**config.mk**
```make
export PLATFORM = sky130hd
export DESIGN_NAME = wb_stage
export DESIGN_NICKNAME = d
export VERILOG_FILES = /design/src/rtl/pipe_pkg.sv /design/src/rtl/wb_result_mux.sv /design/src/rtl/wb_stage.sv
export SDC_FILE = /design/constraint.sdc
export NUM_CORES = 1
export LEC_CHECK = 0
export ABC_AREA = 1
export CORE_MARGIN = 2
export CORE_UTILIZATION = 44
export DETAILED_ROUTE_END_ITERATION = 10
export PLACE_DENSITY = 0.9
export SYNTH_ARGS = -nofsm -noshare
export SYNTH_HDL_FRONTEND = slang
export SYNTH_SLANG_ARGS = --single-unit
export TNS_END_PERCENT = 100
```
**constraint.sdc**
```tcl
create_clock -name clk -period 1.75 [get_ports clk]
set_input_delay 0.175 -clock clk [delete_from_list [all_inputs] [get_ports clk]]
set_output_delay 0.175 -clock clk [all_outputs]
set_load 0.02 [all_outputs]
```
**src/rtl/pipe_pkg.sv**
```systemverilog
// Shared pipeline definitions: peripheral address decode boundary and the
// generic pipeline-latch record used by the writeback stages.
package pipe_pkg;

  localparam int unsigned PERIPH_BASE_BIT = 8;

  typedef struct packed {
    logic        valid;
    logic [4:0]  rd;
    logic        regwrite;
    logic        memtoreg;
    logic [31:0] data;
  } pipe_latch_t;

endpackage

```
**src/rtl/wb_result_mux.sv**
```systemverilog
// Writeback result select: ALU result, dcache word or zero-extended peripheral
// read data. Shared with the vector writeback path.
module wb_result_mux (
  input  logic [31:0] alu_result,
  input  logic [31:0] mem_read_data,
  input  logic [15:0] periph_rdata_i,
  input  logic        memtoreg,
  input  logic        periph_sel,
  output logic [31:0] result
);

  always_comb begin
    result = alu_result;
    if (memtoreg) begin
      result = periph_sel ? {16'b0, periph_rdata_i} : mem_read_data;
    end
  end

endmodule

```
**src/rtl/wb_stage.sv**
```systemverilog
// Writeback stage: stage A aligns control with synchronous dsram data and
// selects the result; stage B drives the register-file write port.
module wb_stage
  import pipe_pkg::*;
#(
  parameter int unsigned RETIRE_W = 32
) (
  input  logic                clk,
  input  logic                rst_n,
  input  logic                valid_i,
  input  logic [31:0]         alu_result_i,
  input  logic [4:0]          rd_i,
  input  logic                RegWrite_i,
  input  logic                MemToReg_i,
  input  logic [31:0]         mem_read_data,
  input  logic [15:0]         periph_rdata_i,
  input  logic                stall,
  input  logic                flush,
  output logic                rf_we,
  output logic [4:0]          rf_waddr,
  output logic [31:0]         rf_wdata,
  output logic                fwdA_valid,
  output logic [4:0]          fwdA_rd,
  output logic [31:0]         fwdA_data,
  output logic                fwdB_valid,
  output logic [4:0]          fwdB_rd,
  output logic [31:0]         fwdB_data,
  output logic [RETIRE_W-1:0] retired
);

  pipe_latch_t stage_a;
  pipe_latch_t stage_b;
  logic [31:0] a_result;
  logic        a_periph;
  logic        a_write;
  logic        unused_b;

  // Any address bit at or above the peripheral boundary selects the port.
  assign a_periph = |stage_a.data[31:PERIPH_BASE_BIT];
  assign a_write  = stage_a.valid & stage_a.regwrite & (stage_a.rd != '0);

  wb_result_mux u_result_mux (
    .alu_result     (stage_a.data),
    .mem_read_data  (mem_read_data),
    .periph_rdata_i (periph_rdata_i),
    .memtoreg       (stage_a.memtoreg),
    .periph_sel     (a_periph),
    .result         (a_result)
  );

  always_ff @(posedge clk or negedge rst_n) begin
    if (!rst_n) begin
      stage_a <= '0;
      stage_b <= '0;
      retired <= '0;
    end else if (!stall) begin
      stage_a <= '{valid: valid_i & ~flush, rd: rd_i, regwrite: RegWrite_i,
                   memtoreg: MemToReg_i, data: alu_result_i};
      // Stage B keeps the already-qualified write enable in its regwrite field.
      stage_b <= '{valid: stage_a.valid, rd: stage_a.rd, regwrite: a_write,
                   memtoreg: 1'b0, data: a_result};
      if (stage_a.valid) begin
        retired <= retired + RETIRE_W'(1);
      end
    end
  end

  assign unused_b = ^{stage_b.valid, stage_b.memtoreg};

  assign rf_we      = stage_b.regwrite;
  assign rf_waddr   = stage_b.rd;
  assign rf_wdata   = stage_b.data;

  assign fwdA_valid = a_write;
  assign fwdA_rd    = stage_a.rd;
  assign fwdA_data  = a_result;

  assign fwdB_valid = rf_we;
  assign fwdB_rd    = rf_waddr;
  assign fwdB_data  = rf_wdata;

endmodule

```
Yosys cells after proc, flatten, opt, wreduce, memory -nomap -nowiden:

Cells that the tools add are included.

* add/subtract/negate cells: 1
* multipliers: 0
* divide/modulo/power cells: 0
* order comparisons: 0
* eq/ne operators: 0
* shifts and indexed selects: 0
* multiplexer cells: 2
* bitwise gates (word level): 5
* reductions and logical operators: 3

Operators by type and width (number)
* 32-bit 2-to-1 mux: 2
* 32-bit by 1-bit adder with 32-bit output, second input constant: 1
* 24-bit OR reduction: 1
* 5-bit nonzero test: 1
* 1-bit bitwise AND: 3
* 1-bit NOT: 2
* 2-bit AND reduction: 1

* register bits after elaboration: 110
* latch bits: 0
* bits in writable memories: 0
* bits in read-only memories: 0
* input port bits: 92
* logic and storage cells: 20
* memories kept: 0

Logic depth before layout (Yosys ltp):

* word-level depth: 3
* gate-level depth with buffers: 11
* gate-level depth less buffers: 11

Cells and area by module:

Synthesis repeated with hierarchy kept, for this count alone.

* cells, all modules: 777
* area total of the unflattened synthesis: 5920.7 sq um

Modules (own cells, without submodules)
* wb_stage: instances 1, cells each 603, area each 5149.9 sq um, seq. area each 2752.6 sq um
* wb_result_mux: instances 1, cells each 174, area each 770.7 sq um, seq. area each 0.0 sq um

Least setup slack after synthesis:

Ideal clock, no wire load.

* path type: reg2reg
* from: register retired[0]
* to: register retired[28]
* arrival time: 1526 ps
* required time: 1633 ps
* slack: 106 ps
* cell stages (with the launch flop): 11
* path through: dfrtp_1 -> ha_1 -> nand3_1 -> nor2_1 -> nand2_1 -> nor2_2 -> nand2_2 -> nor2_4 -> nand3_1 -> nand2_1 -> nand2_1

* word-level cells in the longest chain between the ends: 1

RTL lines
* start, declared: RTL line wb_stage.sv:28 `output logic [RETIRE_W-1:0] retired`
* start signal, assigned: RTL line wb_stage.sv:63 `retired <= retired + RETIRE_W'(1);`
* 32-bit by 1-bit adder with 32-bit output: RTL line wb_stage.sv:63

No other way between the ends.
A chain may end at the register's enable or synchronous reset.

Final worst setup path:

* from: register stage_a[8] (netlist bit)
* to: output fwdA_data[8]

* word-level cells in the longest chain between the ends: 3

RTL lines
* start, declared: RTL line wb_stage.sv:31 `pipe_latch_t stage_a;`
* start signal, assigned: RTL line wb_stage.sv:57 `stage_a <= '{valid: valid_i & ~flush, rd: rd_i, regwrite: RegWrite_i,`
* 24-bit OR reduction: RTL line wb_stage.sv:39 `assign a_periph = |stage_a.data[31:PERIPH_BASE_BIT];`
* 32-bit 2-to-1 mux: RTL line wb_result_mux.sv:15 `result = periph_sel ? {16'b0, periph_rdata_i} : mem_read_data;`
* 32-bit 2-to-1 mux (*): RTL line wb_result_mux.sv:14 `if (memtoreg) begin`
* end, declared: RTL line wb_stage.sv:24 `output logic [31:0] fwdA_data,`

Mark *: on every way between the ends. The rest lies on a longest branch, timed or not.

==> flow_metrics.tcl <==
set metrics [dict create \
    syn_area_sq_mm 0.00592 \
    period_minus_slack_ns 2.22 \
    dp_hpwl_um 13800 \
    post_drt_wl_per_cell_um 17.0 \
    path_clk_slew_ns 0.07 \
    syn_nets 851 \
    worst_pin_slew_ns 0.509 \
    nets 1104 \
    start_util_pct 44.8 \
    synthArstFlopShare_pct 100 \
    timing.final.crit_share_pct 127 \
    grt_pass1_wl_um 29600 \
    cts-htree-levels 3 \
    root_buffer "clkbuf_16" \
    grt_max_degree 50 \
    rsz0062_at_grt "yes" \
    worst_path_max_delay_cell "dfrtp_1" \
    vias 6139 \
    cp_common_cell "nand2_1" \
    io_pins 238 \
    yosysMostFrequentCell "nand2_1" \
    wl_um 20300 \
    timing.critical_path.required_ns 1.57 \
    dieArea_sq_mm 0.0144 \
    synth-seq-cells 110 \
    yosysSeqAreaShare_pct 46.5 \
    setup_viol 42 \
    pre_cts_ws_ns -0.373 \
    drive_above_1_share_pct 22.4 \
    grt_pass1_vias 5898 \
    crit_chain "nor2_1, nand2_1, nor2_4, nand3_4, buf_8, nand2_1, nand3_1, and2_1, buf_6" \
    nFillCells 932 \
    maxCapViolCount 0 \
    hold_viol 0 \
    cp_top_family "simple AND/OR/NAND/NOR gates" \
    crit_type "register to output port" \
    cts_max_path_buffers 2 \
    die_x_um 120 \
    cpPeakStageDelay_ns 0.38 \
    max-vdd-ir-drop_uv 740 \
    cp-start-kind "register" \
    via_per_inst 5.15 \
    synth.area.top_cells "dfrtp_1 (47%), nand2_1 (20%), buf_4 (5.6%)" \
    yosysTopAreaCell "dfrtp_1" \
    skew_ns 0.00826 \
    cts_made_buffers 9 \
    power_density_mw_per_mm2 791 \
    fmax_ghz 0.451 \
    end_kind "output port" \
    finalNonFillerCells 1193 \
    outcome "complete, but fails checks" \
    yosys_warnings 0 \
    dr.pass1.iters 5 \
    violations "negative setup slack" \
    hp-class "input port to register" \
    crit_buf_inv 2 \
    port_buffers 237 \
    tns_ns -11.32 \
    yosysTopAreaCellShare_pct 46.5 \
    synth_cell_types 30 \
    ys.flop_type "dfrtp_1" \
    antenna_left 0 \
    die_h_um 120 \
    rows 42 \
    post-place-cells 1156 \
    cts.sinks 110 \
    slew_violations 0 \
    drc 0 \
    grt_use_total_pct 26.1 \
    syn_avg_cell_area_sq_um 7.80 \
    syn_inst 758 \
    drt-initial-drc-count 494 \
    cts_tree "yes" \
    synth_edf_count 0 \
    synth_commonest_cells "nand2_1 (313), dfrtp_1 (110), nand3_1 (55)" \
    clk_latency_ns 0.35 \
    setup_slack_ns -0.467 \
    syn_to_final_growth_pct 58.5 \
    core_sq_mm 0.0132 \
    grt_overflow 0 \
    worst_ep_arrival_time_ns 2.04 \
    antenna_found_initial 0 \
    slew_headroom_pct 66.0 \
    p_leak_uw 0.00444 \
    cp_max_fo 8 \
    place.gp.congestion 0.913 \
]
[cells by family (layout without fill, tap and decap cells)]
group                      Yosys count  count (layout)  share of synthesized area, %
AOI/OAI and AO/OA                   29              29                          3.34
xor gates and xnor gates            20              20                          2.96
adders and majority gates            1               1                         0.211
buffers and inverters              117             374                          10.7
DFF                                110             110                          46.5
other                                0               1                             0
and+or+nand+nor                    481             482                          36.3
[cell usage in the layout (no fill, tap or decap), types with 5 or more instances in the layout]
| master | n |
|---|---|
| xnor2_1 | 7 |
| buf_6 | 39 |
| clkdlybuf4s50_1 | 202 |
| nand4_1 | 24 |
| nor2_4 | 9 |
| nand3_1 | 35 |
| dfrtp_1 | 109 |
| inv_1 | 42 |
| nand2_2 | 12 |
| nor2_1 | 28 |
| nand2_1 | 299 |
| nand3_2 | 20 |
| and2_4 | 14 |
| o21ai_2 | 5 |
| o21ai_0 | 13 |
| or2_2 | 16 |
| buf_4 | 58 |
| xor2_1 | 13 |
| o21ai_4 | 11 |
| clkbuf_16 | 10 |
| nand2_4 | 5 |
| buf_12 | 6 |
[worst paths after layout]
kind	from	endpoint	slack [ns]	cells after the start
hold / removal	stall	retired[29]	0.23	4
min in group asynchronous	rst_n	fwdB_data[24]	0.28	2
setup reg to reg	retired[1]	retired[28]	-0.05	10
setup / recovery	stage_a[8]	fwdA_data[8]	-0.47	9
max in group asynchronous	rst_n	stage_a[4]	0.88	3
hold reg to reg	stage_a[1]	stage_a[1]	0.47	2
[power by group]
group	internal, uW	total (uW)	leakage [uW]	switching, uW
Sequential	2780	3010	0.00136	227
Clock	968	1920	0.000137	952
Combinational	1240	2480	0.00294	1240
[worst min-delay path, delay by kind of cell]
kind                   cells  cell delay, ns
AND/OR/NAND/NOR            3            0.20
buffers and inverters      1            0.17
[through the flow]
step / hold slack (ns) / util (%) / power [uW] / cell area, sq um
3_3_place_gp: 0.117 / 64.8 / 5280 / 8540
2_1_floorplan: -0.121 / - / 4160 / 5920
4_1_cts: 0.219 / 68.2 / 7280 / 9000
3_5_place_dp: 0.118 / 64.8 / 5330 / 8540
5_1_grt: 0.248 / 71.1 / 7740 / 9370
6_report: 0.229 / 71.1 / 7410 / 9380
[state kept, by name, summed over array words and instances (netlist names)]
register,count
fwdB_valid,1
retired,32
stage_a,35
fwdA_rd,5
fwdB_data,32
fwdB_rd,5
[area by class of cell]
type | instances | area, sq um | share of cell area, %
antenna | 1 | 2.50 | 0.0267
clock inverter | 6 | 37.5 | 0.400
multi-input combinational | 532 | 2850 | 30.4
clock buffer | 10 | 229 | 2.44
tap | 176 | 220 | 2.35
sequential | 110 | 2750 | 29.4
timing repair buffer | 313 | 3120 | 33.2
inverter | 45 | 169 | 1.80
[timing repair]
item,in CTS,in global routing
hold buffers,1,0
gates resized for setup,205,75
pin swaps,6,22
hold endpoints to repair,23,0
buffers inserted,7,10
gates cloned,0,2
setup endpoints to repair,33,43
[routing by layer]
layer / GRT usage, % / wire length (um) / share of wire (%)
met1: 29.8 / 7570 / 37
met4: 11.0 / 671 / 3.3
met5: 0 / 0 / 0
met3: 8.94 / 1920 / 9.5
met2: 44.3 / 10100 / 50
Power figures use the tool's default switching activity.
==> patch (same settings) <==
The parameter `RETIRE_W` goes from 32 to 64.
--- a/src/rtl/wb_stage.sv
+++ b/src/rtl/wb_stage.sv
@@ -3,7 +3,7 @@
 module wb_stage
   import pipe_pkg::*;
 #(
-  parameter int unsigned RETIRE_W = 32
+  parameter int unsigned RETIRE_W = 64
 ) (
   input  logic                clk,
   input  logic                rst_n,
Ports: changed (resized retired); port bits go from 238 to 270. The function was not compared with the original's and may differ.
==> patch against the unedited design <==
The run still ends with setup timing left. Highest routed layer is now met5. Via count increased by 44%. Sequential cell count increased by 32. Maximum frequency shrank 3.6%. Total power rose by 34%. Design area is 33% higher. Routed wire length grew 57%. Worst setup slack worse by 0.083 ns. Count of clock-buffer cells in the layout is 8 higher. Area after synthesis up 34%. Clock power up 82%.
==> patch: results (changes against the unedited design) <==
GRT:
- The largest net degree at the start of global routing is 79 (+58%).
- The first-pass GRT wire length came to 45800 microns (+55%).
- The number of antenna violations at the first check in global routing is 1 (+1).

Placement:
- The detailed placer's ending HPWL is 20000 microns (+45%).
- The number of input and output port buffers inserted is 269 (+14%).
- The worst-case setup slack after placement came to -0.417 ns (-0.0437 ns).
- The placer's final routability congestion estimate was 0.933 (+2.3%).

Clock tree:
- The maximum level of the CTS H-tree came to 4 (+1).
- The total CTS buffers came to 17 (+8).
- The worst-skew pair later-pin latency is 0.42 ns (+0.07 ns).

Yosys:
- The sequential area share after synthesis is 0.447 (-0.0185).
- The XOR/XNOR share of the synthesized area is 0.0463 (+0.0166).
- The number of distinct library cell variants in the gate-level netlist after synthesis is 36 (+20%).
- The complex-gate fraction of the synthesized area is 0.0239 (-0.00950).
- The post-synth net total is 1133 (+33%).

Worst setup path:
- The maximum net fanout on the critical path is 7 (-1).
- The category of cells accounting for the largest share of critical-path delay is buffers and inverters.
- The depth of the worst register-to-register path was 12 (+2).
- The data arrival time of the worst path is 2.13 ns (+0.09 ns).

Finish:
- The share of layout cells above drive strength 1 is 0.230 (+0.00608).
- The final net count came to 1452 (+32%).
- The count of antenna diodes in the layout came to 0 (-1).

Routing:
- The first-pass iteration count of the detailed router is 8 (+3).
- The total via count in the routed design came to 8847 (+44%).
- The average wire per standard cell is 19.9 microns (+17%).
- The initial DRC count is 888 (+80%).

Worst hold path:
- The cell depth of the worst min-delay path was 5 (+1).

STA:
- The setup slack after layout is -0.550 ns (-0.0834 ns).
- The final number of setup-violating endpoints is 57 (+36%).
- The worst-margin pin slew is 0.870 ns (+0.361 ns).

Power and ir drop:
- The relative contribution of combinational cells to total power is 0.270 (-0.065).

Outcome:
- The run finished, with violations left.
- The checks that failed: setup timing.
patch: cell count changes after synthesis, moves of 8 or more:
cell / unedited run / this run
nand2_1: 313 / 395
nor2_1: 29 / 86
dfrtp_1: 110 / 142
inv_1: 42 / 69
xnor2_1: 7 / 25
nand4_1: 24 / 39
nor3_1: 6 / 15
nand3_1: 55 / 63
nand3b_1: 3 / 11
nor2_4: 7 / 15
patch: path summary, 6_finish.rpt:
check	from	endpoint	slack, ns
max	stage_a[14]	fwdA_data[17]	-0.55
max in group asynchronous	rst_n	retired[8]	0.83
min reg2reg	stage_a[4]	stage_a[4]	0.47
max reg2reg	stage_a[14]	fwdB_data[17]	-0.25
min	stall	retired[1]	0.28
min in group asynchronous	rst_n	retired[57]	0.30
patch: per-stage QoR:
step	std cells	hold WS, ns	area, sq um	utilization
6_report	1600	0.279	12500	0.700
5_1_grt	1600	0.288	12500	0.700
4_1_cts	1579	0.241	12000	0.674
3_5_place_dp	1528	0.193	11000	0.618
3_3_place_gp	1528	0.190	11000	0.618
2_1_floorplan	1040	-0.121	7950	-
patch: what timing repair did:
action                                 4_1_cts  5_1_grt
hold buffers                                 1        0
setup endpoints to repair                   46       93
pin swaps                                   21       41
resized for setup                          257       87
cloned                                       3        0
endpoints found under the hold margin       49        0
buffers inserted                            16       30
patch: metal layers:
| layer | share of wire | track usage |
|---|---|---|
| met1 | 0.34 | 0.347 |
| met3 | 0.10 | 0.0762 |
| met4 | 0.064 | 0.176 |
| met2 | 0.49 | 0.503 |
| met5 | 0.00031 | 0 |
patch: area by class of cell:
class | instances | share of cell area
Clock buffer | 18 | 0.0344
Clock inverter | 13 | 0.0100
Inverter | 74 | 0.0228
Multi-Input combinational cell | 752 | 0.329
Sequential cell | 142 | 0.285
Tap cell | 229 | 0.0229
Timing Repair Buffer | 372 | 0.295
